`config.mk`:
```
export PLATFORM = sky130hd
export DESIGN_NAME = txpll_lane_reset_seq
export DESIGN_NICKNAME = d
export VERILOG_FILES = /design/src/rtl/txpll_lane_reset_seq.sv
export SDC_FILE = /design/constraint.sdc
export NUM_CORES = 1
export LEC_CHECK = 0
export CORE_MARGIN = 3
export CORE_UTILIZATION = 45
export CTS_BUF_LIST = sky130_fd_sc_hd__clkbuf_2
export CTS_CLUSTER_SIZE = 10
export DETAILED_ROUTE_END_ITERATION = 10
export SLEW_MARGIN = 0
export SYNTH_ARGS = -nofsm -noshare
export SYNTH_HDL_FRONTEND = slang
export SYNTH_SLANG_ARGS = --single-unit
```
`constraint.sdc`:
```
create_clock -name CLK -period 3.1 [get_ports CLK]
set_input_delay 0.93 -clock CLK [delete_from_list [all_inputs] [get_ports CLK]]
set_output_delay 0.93 -clock CLK [all_outputs]
set_load 0.03 [all_outputs]
```
`src/rtl/txpll_lane_reset_seq.sv`:
```
// Lane PMA/PCS reset sequencer behind the TX PLL: debounces lock, releases resets in order,
// supervises lock loss and timeouts with bounded retry and a sticky fault.
module txpll_lane_reset_seq #(
    parameter int LOCK_STABLE_CYCLES   = 1024,
    parameter int PMA_HOLD_CYCLES      = 64,
    parameter int PCS_DELAY_CYCLES     = 32,
    parameter int LOCK_TIMEOUT_CYCLES  = 65536,
    parameter int READY_TIMEOUT_CYCLES = 65536,
    parameter int MAX_RETRIES          = 3,
    parameter int CNT_W                = 17
) (
    input  logic       CLK,
    input  logic       RST,
    input  logic       PLL_LOCK,
    input  logic       LANE_READY,
    input  logic       CLEAR_FAULT,
    output logic       PMA_RESET,
    output logic       PCS_RESET,
    output logic       TX_READY,
    output logic       FAULT,
    output logic [1:0] RETRY_COUNT,
    output logic [2:0] STATE
);

    typedef enum logic [2:0] {
        ST_HOLD        = 3'd0,
        ST_WAIT_LOCK   = 3'd1,
        ST_LOCK_STABLE = 3'd2,
        ST_PMA_REL     = 3'd3,
        ST_WAIT_READY  = 3'd4,
        ST_READY       = 3'd5,
        ST_FAULT       = 3'd6
    } state_t;

    // Terminal counter values: a state lasting N cycles is left when the counter reads N-1.
    localparam logic [CNT_W-1:0] HOLD_LAST     = CNT_W'(PMA_HOLD_CYCLES - 1);
    localparam logic [CNT_W-1:0] LOCK_TO_LAST  = CNT_W'(LOCK_TIMEOUT_CYCLES - 1);
    localparam logic [CNT_W-1:0] STABLE_LAST   = CNT_W'(LOCK_STABLE_CYCLES - 1);
    localparam logic [CNT_W-1:0] PCS_LAST      = CNT_W'(PCS_DELAY_CYCLES - 1);
    localparam logic [CNT_W-1:0] READY_TO_LAST = CNT_W'(READY_TIMEOUT_CYCLES - 1);
    localparam logic [1:0]       RETRY_MAX     = 2'(MAX_RETRIES);

    state_t           state;
    state_t           state_next;
    logic [CNT_W-1:0] cnt;
    logic [CNT_W-1:0] cnt_next;
    logic [1:0]       retry;
    logic [1:0]       retry_next;
    logic             timeout;
    logic             lock_meta;
    logic             lock_s;
    logic             ready_meta;
    logic             ready_s;

    // PLL_LOCK and LANE_READY come from other clock domains.
    always_ff @(posedge CLK) begin
        if (RST) begin
            lock_meta  <= 1'b0;
            lock_s     <= 1'b0;
            ready_meta <= 1'b0;
            ready_s    <= 1'b0;
        end else begin
            lock_meta  <= PLL_LOCK;
            lock_s     <= lock_meta;
            ready_meta <= LANE_READY;
            ready_s    <= ready_meta;
        end
    end

    always_ff @(posedge CLK) begin
        if (RST) begin
            state <= ST_HOLD;
            cnt   <= '0;
            retry <= 2'd0;
        end else begin
            state <= state_next;
            cnt   <= cnt_next;
            retry <= retry_next;
        end
    end

    // Lock loss is tested before any timeout so a lost lock never consumes a retry.
    always_comb begin
        state_next = state;
        retry_next = retry;
        timeout    = 1'b0;

        case (state)
            ST_HOLD: begin
                if (cnt == HOLD_LAST) state_next = ST_WAIT_LOCK;
            end
            ST_WAIT_LOCK: begin
                if (lock_s)                    state_next = ST_LOCK_STABLE;
                else if (cnt == LOCK_TO_LAST)  timeout    = 1'b1;
            end
            ST_LOCK_STABLE: begin
                if (!lock_s)                   state_next = ST_WAIT_LOCK;
                else if (cnt == STABLE_LAST)   state_next = ST_PMA_REL;
            end
            ST_PMA_REL: begin
                if (!lock_s)                   state_next = ST_HOLD;
                else if (cnt == PCS_LAST)      state_next = ST_WAIT_READY;
            end
            ST_WAIT_READY: begin
                if (!lock_s) begin
                    state_next = ST_HOLD;
                end else if (ready_s) begin
                    state_next = ST_READY;
                    retry_next = 2'd0;
                end else if (cnt == READY_TO_LAST) begin
                    timeout = 1'b1;
                end
            end
            ST_READY: begin
                if (!lock_s || !ready_s)       state_next = ST_HOLD;
            end
            ST_FAULT: begin
                if (CLEAR_FAULT) begin
                    state_next = ST_HOLD;
                    retry_next = 2'd0;
                end
            end
            default: state_next = ST_HOLD;
        endcase

        if (timeout) begin
            if (retry == RETRY_MAX) begin
                state_next = ST_FAULT;
            end else begin
                state_next = ST_HOLD;
                retry_next = retry + 2'd1;
            end
        end

        cnt_next = (state_next != state) ? '0 : cnt + 1'b1;
    end

    always_comb begin
        PMA_RESET   = (state == ST_HOLD) || (state == ST_WAIT_LOCK) ||
                      (state == ST_LOCK_STABLE) || (state == ST_FAULT);
        PCS_RESET   = !((state == ST_WAIT_READY) || (state == ST_READY));
        TX_READY    = (state == ST_READY);
        FAULT       = (state == ST_FAULT);
        RETRY_COUNT = retry;
        STATE       = state;
    end

endmodule

```
---- Word-level counts from Yosys, hierarchy flattened ----
Cells that the tools add are included.
operators by class
  add/sub/neg operators ................... 2
  muxes and demuxes ....................... 24
  reduce and logical (&&, ||, !) cells .... 10
  eq/ne operators ......................... 12
operator list
  cell                   count
  $mux 3                 12
  $pmux 3 s7             1
  $add 17x1->17 const B  1
  $eq 17x10->1 const B   1
  $eq 17x16->1 const B   1
  $eq 17x5->1 const B    1
  $eq 17x6->1 const B    1
  $mux 2                 5
  $eq 3x3->1 const B     3
  $eq 3x2->1 const B     2
  $logic_or 1x1->1       5
  $mux 1                 4
  $pmux 2 s2             1
  $eq 3x1->1 const B     1
  $logic_not 1->1        3
  $logic_not 3->1        1
  $ne 3x3->1             1
  $add 2x1->2 const B    1
  $eq 2x2->1 const B     1
  $pmux 1 s2             1
  $reduce_or 2->1        1
storage, ports and cells
  flip-flop bits (word level) ............. 26
  input port bits ......................... 5
  word-level logic and storage cells ...... 55
  output and inout port bits .............. 9

---- Depth between registers and ports, before layout ----
  depth in word-level cells ............... 8
  depth in mapped cells ................... 11
  gate-level depth less buffers ........... 10

---- Worst setup path before layout ----
Ideal clock, no wire load.
  path type ............................... register to register
  start point ............................. reg cnt[0]
  end point ............................... reg cnt[0]
  setup slack ............................. 0.411 ns
  library setup time ...................... 0.119 ns
  cell stages (with the launch flop) ...... 12
  buffers on the path ..................... 1
  clock period less this slack ............ 2.689 ns
  data arrival time ....................... 2.571 ns
  required time ........................... 2.981 ns
  cell sequence ........................... dfxtp_1 -> ha_1 -> nand4_1 -> nor3b_2 -> and3_1 -> ha_1 -> or2b_2 -> a21oi_4 -> a211oi_1 -> a221oi_4 -> buf_6 -> nor3_1
between the ends
  word-level cells in the longest chain between the ends .. 8
  elaborated cells between the ends (all ways) .. 19
  classes of those cells .................. add/sub: 1; eq/ne: 5; mux: 12; reduce/logical: 1
ends and longest elaborated chain
  item                              line     text
  start: declaration                45       logic [CNT_W-1:0] cnt;
  start signal: assignment          77       cnt <= cnt_next;
  $eq 17x16->1                      94, 110
  $mux 1                            94, 110
  $mux 1                            107      end else if (ready_s) begin
  $mux 1                            105      if (!lock_s) begin
  $pmux 1 s2                        88       case (state)
  $mux 3                            126      if (timeout) begin
  $ne 3x3->1                        135      cnt_next = (state_next != state) ? '0 : cnt + 1'b1;
  $reduce_or 2->1 (no source line)  --
Parallel ways exist; a longest one is shown, timed or not.
A chain may end at the register's enable or synchronous reset.

---- Worst setup path in the final report ----
  start point ............................. reg state[0], in the netlist STATE[0]
  end point ............................... out FAULT
between the ends
  word-level cells in the longest chain between the ends .. 1
ends and longest elaborated chain
  item                      line  text
  start: declaration        43    state_t state;
  start signal: assignment  76    state <= state_next;
  $eq 3x3->1                143   FAULT = (state == ST_FAULT);
  end: declaration          20    output logic FAULT,
Every way passes these cells.

==> metrics.cfg <==
[synthesis]
synth_area_leaders=dfxtp_1, nor3_1, xor2_1, nand3_1, xnor2_1
synth_edf_count=0
syn_area_um2=1550
avgSynthCellArea_um2=9.24
synth.net_count=176
syn_inst=168
async_flop_share_pct=0
yosys_warnings=0
yosys.area.top_type_share_pct=33.5
yosysTopAreaCell=dfxtp_1
ys_seq_area_share_pct=33.5
ys.flop_type=dfxtp_1
ys_ff_latch=26
synth_cell_type_count=52

[cts]
post_cts.repair.setup_buffers=0
cts_sinks=26
cts_tree=yes
cts_buffers=3
path_clk_slew_ns=0.21
cts_root_buf=clkbuf_2
htree_levels=1
cts_max_path_buffers=2
clock_latency_ns=0.34

[timing]
finalCritPeriodShare_pct=91.4
grt_setup_unrepaired=no
finalClockSkew_ns=0.0208
timing.final.crit_period_ns=2.83
whs_ns=0.464
setup_viol=0
finalSetupTns_ns=0
tightest_slew_ns=0.747
relSlewSlack_pct=50.1
hold_viol=0
final-max-slew-violation-count=0
fmax_ghz=0.353

[detailed_routing]
vias=1278
wl_per_cell_um=13.8
drt_iter0_markers=100
drc_errors=0
firstDrtPassIters=5
wl_mm=3.14
vias_per_cell=5.63
final_antenna_net_count=0

[power_and_ir_drop]
swShare_pct=23.0
p_sw_mw=0.115
intPower_mw=0.383
power_frac_seq_pct=69.7
power.density_nw_per_um2=294
ir_worst_vdd_mv=0.212
p_comb_share_pct=5.7
power.share.clock_pct=24.7
p_leak_nw=0.569

[floorplan]
die_h_um=64.7
fp.dieW_um=64.7
rows=20
die-area_um2=4190
top_level_ports=14
start_util_pct=48.8
design.core.area_um2=3180

[grt]
grt_max_degree=20
antenna_found_initial=0
use_met3_pct=2.43
grt_first_pass_wirelength_mm=5.55
grt_util_all_layers_pct=16.6
busiest_layer=met2
grt.overflow.total=0
grt_pass1_vias=1221
grtUsageMet1_pct=23.0
gr-usage-met2_pct=25.8

[finish]
layout_commonest_cell=dfxtp_1
fill_cells=310
nets=192
seqCellArea_um2=522
design_area_um2=1690
syn_to_final_growth_pct=8.95
final_cell_mix=dfxtp_1, nor3_1, clkdlybuf4s50_1
drive_above_1_share_pct=14.2
diodes=0
multi_input_area_um2=901
final_cells=227

[placement]
placed_cells=223
portBuffers=13
placed_cell_area_um2=1670
place_congestion=0.900
dp_hpwl_mm=2.37

[worst_setup_path]
worst-path-stages=3
reg2regPathDepth=11
crit_chain=inv_1 > and3_1 > clkdlybuf4s50_1
critPathRequiredTime_ns=2.17
max_stage_delay_ns=0.67
worst-path-buf-inv=2
crit_slowest_cell=clkdlybuf4s50_1
crit_family=buffers and inverters
crit_type=reg -> out
worstPathMaxFanout=7
reg2reg_slack_ns=0.34
critPathLaunchType=flop
end_kind=output pin
critPathArrivalTime_ns=1.90

[min_path]
holdCritPathClass=reg -> reg
whs_path_depth=1

[run_status]
run_status=finished clean

[run]
drv_cap=0

-- cells by family after synthesis --
logic type	after synthesis	synth area share, %
AOI/OAI and AO/OA	22	12.8
and+or+nand+nor	88	33.5
muxes	2	1.37
xor gates and xnor gates	14	7.90
DFF	26	33.5
buffers and inverters	13	8.39
adders and majority gates	3	2.42
-- worst reg2reg max path: stages, from the launching register on --
cell	delay, ns
dfxtp_1	0.43
ha_1	0.23
nand4_1	0.17
nor3b_2	0.24
and3_1	0.18
ha_1	0.13
or2b_2	0.33
a21oi_4	0.25
a211oi_1	0.13
a221oi_4	0.19
buf_4	0.26
nor3_1	0.09
-- power by group through the flow --
stage               sequential, mW  combinational, mW  clock [mW]
floorplan                    0.351             0.0197           0
global placement             0.352             0.0277           0
detailed placement           0.353             0.0284           0
CTS                          0.346             0.0285       0.130
global route                 0.348             0.0318       0.149
finish                       0.346             0.0283       0.123
-- metrics by stage --
step	setup WS, ns	power [mW]	util [%]
2_1_floorplan	0.411	0.371	-
3_3_place_gp	0.291	0.380	52.6
3_5_place_dp	0.209	0.381	52.6
4_1_cts	0.139	0.505	53.1
5_1_grt	0.0992	0.529	53.2
6_report	0.267	0.497	53.2
-- path summary, 6_finish.rpt --
path,endpoint,start
setup / recovery,FAULT,STATE[0]
hold / removal,ready_s,ready_meta
setup reg to reg,cnt[2],cnt[0]
hold reg to reg,ready_s,ready_meta
-- routing by layer --
metal,wire [µm],vias to the layer above
met5,0,-
met3,108,4
met2,1420,32
li1,-,639
met1,1570,603
met4,36,0
-- synthesized netlist by cell type, types with 2 or more instances --
master and number:
xnor2_1 5, or4_1 2, and3_1 3, nor3_1 21
nor2_1 11, nor4b_1 2, inv_1 5, clkbuf_8 3
o21ai_0 2, and2_1 4, buf_6 3, nor2b_1 6
nand2_1 11, dfxtp_1 26, a21oi_1 3, nand2b_1 3
xor2_1 9, a22o_1 2, a211oi_1 2, ha_1 3
nand3_1 11
-- state kept, by name, indices dropped and copies added, names as in the netlist --
name / count
RETRY_COUNT: 2
STATE: 3
cnt: 17
lock_meta: 1
lock_s: 1
ready_meta: 1
ready_s: 1
-- cell type report --
cell class | instances | share of cell area [%]
clock buffer | 3 | 0.888
inverter | 5 | 1.11
tap | 44 | 3.26
timing repair buffer | 19 | 10.4
sequential | 26 | 30.9
clock inverter | 1 | 0.222
multi-input combinational | 129 | 53.3
-- what timing repair did --
item / CTS / global route
setup endpoints to repair: 0 / 1
resized for setup: 0 / 1
hold buffers: 0 / 0
(Power assumes the default switching activity.)
